$ cat src/rtl/gcd_controller.sv
// Control FSM for the 16-bit subtractive GCD datapath: operand handshake, A-=B / B-=A
// sequencing, iteration watchdog. Optional iter_count output when GCD_ITER_COUNT_EN is defined.
module gcd_controller #(
   parameter int ITER_W   = 16,
   parameter int MAX_ITER = 65535
) (
   input  logic              clock,
   input  logic              reset_n,
   input  logic              op_valid,
   output logic              op_ready,
   input  logic              abort,
   input  logic              res_ack,
   input  logic              gt,
   input  logic              lt,
   input  logic              eq,
   output logic              ldA,
   output logic              ldB,
   output logic              sel1,
   output logic              sel2,
   output logic              sel_in,
   output logic              done,
   output logic              err
`ifdef GCD_ITER_COUNT_EN
   ,
   output logic [ITER_W-1:0] iter_count
`endif
);

   typedef enum logic [2:0] {
      S_IDLE  = 3'd0,
      S_GET_B = 3'd1,
      S_CALC  = 3'd2,
      S_DONE  = 3'd3,
      S_ERR   = 3'd4
   } state_t;

   localparam logic [ITER_W-1:0] C_MAX_ITER = ITER_W'(MAX_ITER);

   state_t            r_state;
   state_t            w_next;
   logic [ITER_W-1:0] r_iter_cnt;
   logic [ITER_W-1:0] w_iter_nxt;
   logic              r_done;
   logic              r_err;
   logic              w_ready;
   logic              w_ld_a;
   logic              w_ld_b;
   logic              w_sel1;
   logic              w_sel2;
   logic              w_sel_in;
   logic              w_flags_legal;
   logic              w_gt;
   logic              w_lt;
   logic              w_eq;

   // A flag set that is not exactly one-hot is handled as "equal" so the FSM stops.
   assign w_flags_legal = (gt & ~lt & ~eq) | (~gt & lt & ~eq) | (~gt & ~lt & eq);
   assign w_gt          = w_flags_legal & gt;
   assign w_lt          = w_flags_legal & lt;
   assign w_eq          = ~w_flags_legal | eq;

   always_comb begin
      w_next     = r_state;
      w_iter_nxt = r_iter_cnt;
      w_ready    = 1'b0;
      w_ld_a     = 1'b0;
      w_ld_b     = 1'b0;
      w_sel1     = 1'b0;
      w_sel2     = 1'b0;
      w_sel_in   = 1'b0;

      case (r_state)
         S_IDLE: begin
            w_ready = 1'b1;
            if (op_valid) begin
               w_ld_a = 1'b1;
               w_next = S_GET_B;
            end
         end
         S_GET_B: begin
            w_ready = 1'b1;
            if (op_valid) begin
               w_ld_b     = 1'b1;
               w_iter_nxt = '0;
               w_next     = S_CALC;
            end
         end
         S_CALC: begin
            // The watchdog test precedes any increment, so the counter cannot pass MAX_ITER.
            if (w_eq) begin
               w_next = S_DONE;
            end else if (r_iter_cnt == C_MAX_ITER) begin
               w_next = S_ERR;
            end else if (w_gt) begin
               w_ld_a     = 1'b1;
               w_sel1     = 1'b1;
               w_sel_in   = 1'b1;
               w_iter_nxt = r_iter_cnt + ITER_W'(1);
            end else if (w_lt) begin
               w_ld_b     = 1'b1;
               w_sel2     = 1'b1;
               w_sel_in   = 1'b1;
               w_iter_nxt = r_iter_cnt + ITER_W'(1);
            end
         end
         S_DONE, S_ERR: begin
            if (res_ack) w_next = S_IDLE;
         end
         default: w_next = S_IDLE;
      endcase

      if (abort) begin
         w_next     = S_IDLE;
         w_iter_nxt = '0;
         w_ready    = 1'b0;
         w_ld_a     = 1'b0;
         w_ld_b     = 1'b0;
         w_sel1     = 1'b0;
         w_sel2     = 1'b0;
         w_sel_in   = 1'b0;
      end
   end

   // Mealy outputs are forced low for the whole time reset is held.
   assign op_ready = reset_n & w_ready;
   assign ldA      = reset_n & w_ld_a;
   assign ldB      = reset_n & w_ld_b;
   assign sel1     = reset_n & w_sel1;
   assign sel2     = reset_n & w_sel2;
   assign sel_in   = reset_n & w_sel_in;
   assign done     = r_done;
   assign err      = r_err;

   always_ff @(posedge clock or negedge reset_n) begin
      if (!reset_n) begin
         r_state    <= S_IDLE;
         r_iter_cnt <= '0;
         r_done     <= 1'b0;
         r_err      <= 1'b0;
      end else begin
         r_state    <= w_next;
         r_iter_cnt <= w_iter_nxt;
         r_done     <= (w_next == S_DONE);
         r_err      <= (w_next == S_ERR);
      end
   end

`ifdef GCD_ITER_COUNT_EN
   logic [ITER_W-1:0] r_iter_count;

   always_ff @(posedge clock or negedge reset_n) begin
      if (!reset_n) begin
         r_iter_count <= '0;
      end else if ((r_state == S_CALC) && ((w_next == S_DONE) || (w_next == S_ERR))) begin
         r_iter_count <= r_iter_cnt;
      end
   end

   assign iter_count = r_iter_count;
`endif

endmodule

$ cat config.mk
export PLATFORM = sky130hd
export DESIGN_NAME = gcd_controller
export DESIGN_NICKNAME = d
export VERILOG_FILES = /design/src/rtl/gcd_controller.sv
export SDC_FILE = /design/constraint.sdc
export NUM_CORES = 1
export LEC_CHECK = 0
export BUFFER_PORTS_ARGS = -buffer_cell sky130_fd_sc_hd__buf_2
export CAP_MARGIN = 20
export CORE_AREA = 5 5 57 59
export DETAILED_ROUTE_END_ITERATION = 8
export DIE_AREA = 0 0 62 64
export PLACE_DENSITY_LB_ADDON = 0.3
export SLEW_MARGIN = 10
export SYNTH_ARGS = -nofsm -noshare
export SYNTH_HDL_FRONTEND = slang
export SYNTH_SLANG_ARGS = --single-unit
$ cat constraint.sdc
create_clock -name clock -period 3.43 [get_ports clock]
set_input_delay 0.5145 -clock clock [delete_from_list [all_inputs] [get_ports clock]]
set_output_delay 0.5145 -clock clock [all_outputs]
set_load 0.01 [all_outputs]
# --- Word level (Yosys, flattened, before mapping) ---
# Cells that the tools add are included.
op_classes:
  add_sub_neg: 1
  mul: 0
  div_mod_pow: 0
  magnitude_cmp: 0
  n_eq_ne: 11
  shifts: 0
  n_mux: 37
  bitwise: 21
  n_reduce_logical: 5
ops:
  columns: ["operator", "n"]
  rows:
  - ["$mux 16", 6]
  - ["$pmux 16 s2", 1]
  - ["$mux 1", 21]
  - ["$mux 3", 6]
  - ["$add 16x1->16 const B", 1]
  - ["$eq 16x16->1 const B", 1]
  - ["$and 1x1->1", 14]
  - ["$pmux 3 s4", 1]
  - ["$eq 3x2->1 const B", 3]
  - ["$ne 3x3->1 const B", 3]
  - ["$eq 3x3->1 const B", 2]
  - ["$reduce_and 5->1", 1]
  - ["$ne 4x4->1 const B", 1]
  - ["$not 1->1", 4]
  - ["$pmux 1 s2", 2]
  - ["$reduce_or 2->1", 2]
  - ["$eq 3x1->1 const B", 1]
  - ["$logic_not 3->1", 1]
  - ["$or 1x1->1", 3]
  - ["$reduce_bool 3->1", 1]
word_totals:
  register_bits: 21
  latch_bits: 0
  ramBits: 0
  rom_bits: 0
  input_bits: 8
  out_inout_bits: 8
  word_cells: 79
  mem_count: 0

# --- Depth between registers and ports, before layout ---
depth:
  ltp_word: 13
  mapped_depth: 7
  mapped_depth_nobuf: 6

# --- Worst setup path before layout ---
# No wires, ideal clock.
synth_path:
  path_type: "input to output"
  startpoint: "input port eq"
  endpoint: "output port sel2"
  arrival_time_ps: 1849
  setup_slack_ps: 1066
  cell_stages: 5
  path_buffers: 0
  cell_sequence: "or2b_1 -> or4_4 -> or3_1 -> inv_2 -> and3_1"
synth_between:
  elab_chain_cells: 12
  elab_cells_between_ends: 17
  cone_classes: "6 x mux; 11 x bitwise"
synth_rtl:
  columns: ["item", "line_no", "source"]
  rows:
  - ["from (decl)", "15", "input logic eq,"]
  - ["$not 1->1", "57", "assign w_flags_legal = (gt & ~lt & ~eq) | (~gt & lt & ~eq) | (~gt & ~lt & eq);"]
  - ["$and 1x1->1", "57", null]
  - ["$or 1x1->1 (2 in series)", "57", null]
  - ["$and 1x1->1", "59", "assign w_lt = w_flags_legal & lt;"]
  - ["$mux 1", "99", "end else if (w_lt) begin"]
  - ["$mux 1", "94", "end else if (w_gt) begin"]
  - ["$mux 1", "92", "end else if (r_iter_cnt == C_MAX_ITER) begin"]
  - ["$mux 1 (*)", "90", "if (w_eq) begin"]
  - ["$mux 1 (*)", "72", "case (r_state)"]
  - ["$mux 1 (*)", "112", "if (abort) begin"]
  - ["$and 1x1->1 (*)", "129", "assign sel2 = reset_n & w_sel2;"]
  - ["to (decl)", "19", "output logic sel2,"]
# Every way passes the cells marked *; elsewhere a longest branch is shown, timed or not.

# --- Final worst setup path ---
layout_path:
  startpoint: "register r_state[1]"
  endpoint: "output port sel2"
layout_between:
  elab_chain_cells: 4
layout_rtl:
  columns: ["item", "line_no", "source"]
  rows:
  - ["from (decl)", "39", "state_t r_state;"]
  - ["from (signal assigned)", "141", "r_state <= w_next;"]
  - ["$eq 3x2->1", "72", null]
  - ["$mux 1", "72", null]
  - ["$mux 1", "112", null]
  - ["$and 1x1->1", "129", null]
# Every way passes these cells.

==> reports/results.ini <==
[synthesis]
syn_inst = 158
synthArstFlopShare_pct = 100
synthFlopType = dfrtp_1
synth_nets = 167
synth.avg_cell_area_sq_um = 9.04
yosys-top-cells-count = dfrtp_1 (21), a21oi_1 (13), o21ai_0 (11), nor2_1 (10), nor3_1 (10)
yosys-top-cells-area = dfrtp_1 (37%), a21oi_1 (4.6%), o21ai_0 (3.9%), nor3_1 (3.5%), nand4_1 (2.6%)
synth_top_cell_by_area = dfrtp_1
synthDistinctLibCells = 53
synth_warnings = 0
syn_area_sq_um = 1430
synth_edf_count = 0
synth.top_cell.area_share_pct = 36.8
yosysMostFrequentCell = dfrtp_1
ys_seq_area_share_pct = 36.8
ys_ff_latch = 21

[timing]
slew_headroom_pct = 35.8
skew_ns = 0.00736
finalSetupTns_ns = 0
rsz0062_at_grt = false
fmax_mhz = 357
period_needed_ns = 2.80
finalHoldViolCount = 0
maxSlewViolCount = 0
worst_pin_slew_ns = 0.950
fin_crit_sh_pct = 81.7
timing.final.setup_violations = 0

[cells_and_area]
layout.nets = 184
drive_gt1_share_pct = 21.8
syn2layout_area_growth_pct = 8.84
diodes = 0
postLayoutCoreUtil_pct = 58.4

[die]
start_util_pct = 53.7
coreArea_sq_um = 2660
rows = 19
die_area_sq_um = 3970
die_w_um = 62
ios = 16
die_h_um = 64

[power]
ir_drop_uv = 243
total_power_mw = 0.493
power_density_nw_per_um2 = 317
leakage_nw = 0.624

[global_routing]
track_usage_pct = 19.1
grt_max_degree = 22
grt_pass1_vias = 1234
antenna_found_initial = 0
overflow = 0
grt_pass1_wl_um = 5880

[placed_design]
dp_hpwl_um = 2530
gp_congestion = 0.903
port-buffer-count = 15

[clock_tree]
post_cts_buffers = 0
cts_resized = 0
cts-buffers-inserted = 3
clk_pin_slew_ns = 0.12
ctsRootBufferMaster = clkbuf_4
cts_tree = built
cts_hold_buffers = 0
cts_buffer_depth = 2
clock_sinks = 21
cts_htree_levels = 1
worst_skew_pair.late_latency_ns = 0.30

[routing]
via_per_inst = 6.61
ant_nets = 0
wirelength_um = 3380
wl_per_cell_um = 16.5
vias = 1356
remaining_drc_errors = 0
drtPass1Iterations = 4
drtIter0Drc = 73

[critical_path]
path_max_fanout = 11
start_kind = flop
critPathSlowestCell = dfrtp_1
cp_cell_sequence = or2b_1, or4_4, or3_1, inv_2, and3_1, buf_2
max_stage_delay_ns = 0.53
required_ns = 2.92
critical_path_class = flop to output pin
end_kind = output pin
crit_arrival_ns = 2.29

[worst_hold_path]
hold_class = input pin to async pin

[run_status]
status = completed

[flow_run]
max_cap_violations = 0

-- report_power, final --
part | switching, mW | internal (mW) | total (mW)
Clock | 0.0774 | 0.0434 | 0.121
Combinational | 0.0572 | 0.0383 | 0.0955
Sequential | 0.0215 | 0.255 | 0.276
Total | 0.156 | 0.336 | 0.493
-- placed cells by master, fill, tap and decap left out, drive strengths merged, types with 2 or more instances in the layout --
cell     synthesis  layout
or3              6       6
nor2            11      11
nor4             5       5
and3             4       4
nand2b           2       2
a31oi            5       5
a311oi           2       2
dfrtp           21      21
a21oi           14      14
o21a             4       4
nand2            7       7
o211ai           2       2
nor3            10      10
buf              2      17
xnor2            2       2
o21ai           11      11
inv              5       5
nand3            6       6
nand4            7       7
and2             3       3
or4              2       2
o2111ai          2       2
clkbuf           3       3
nor2b            2       2
and4             2       2
-- kinds of logic (layout without fill, tap and decap cells) --
group | Yosys count | count (layout) | share of synthesized area (%)
flops | 21 | 21 | 36.8
xor+xnor | 2 | 2 | 1.23
compound gates | 49 | 49 | 23.6
mux | 2 | 2 | 1.49
fa+ha+maj | 1 | 1 | 0.876
buf+inv | 10 | 26 | 3.41
simple gates | 73 | 73 | 32.7
-- metrics by stage --
step / hold WS, ns / instance area [sq um] / std cells / setup WS [ns]
floorplan: 0.219 / 1430 / 158 / 1.07
global placement: 0.538 / 1530 / 201 / 0.886
detailed placement: 0.541 / 1530 / 201 / 0.838
CTS: 0.191 / 1560 / 205 / 0.634
global route: 0.191 / 1560 / 205 / 0.477
finish: 0.195 / 1560 / 205 / 0.627
-- final cells by class --
type	count	area (sq um)
clock buffer	3	22.5
tap	31	38.8
multi-input combinational	127	855
sequential	21	526
clock inverter	1	5.00
inverter	5	18.8
fill	236	1110
timing repair buffer	17	90.1
-- state kept, by name (all words and copies together) (netlist names) --
register / flops
done: 1
err: 1
r_iter_cnt: 16
r_state: 3
-- per-layer routing --
layer  vias to the layer above  GRT usage (%)  wire length, um  share of wire [%]
li1                        647              -                -                  -
met1                       624           27.2             1430                 42
met2                        75           29.1             1630                 48
met3                        10           3.22              269                8.0
met4                         0           5.84               47                1.4
met5                         -              0                0                  0
-- path summary, 6_finish.rpt --
| path | start | to | slack [ns] | cells past startpoint |
|---|---|---|---|---|
| worst max-delay path | r_state[1] | sel2 | 0.63 | 6 |
| worst min-delay path | reset_n | r_iter_cnt[9] | 0.20 | 2 |
| worst max register to register | r_state[0] | r_iter_cnt[5] | 1.28 | 5 |
| worst min register to register | r_iter_cnt[11] | r_iter_cnt[12] | 0.57 | 1 |
| max in group asynchronous | reset_n | done | 3.01 | 2 |
| min in group clock | abort | r_state[0] | 0.50 | 2 |
-- critical path, delay by kind of cell, from the launching register on --
kind	cells	cell delay [ns]
buffers and inverters	2	0.19
DFF	1	0.53
and+or+nand+nor	4	1.27
Note: power is estimated with default switching activity, not from simulation.
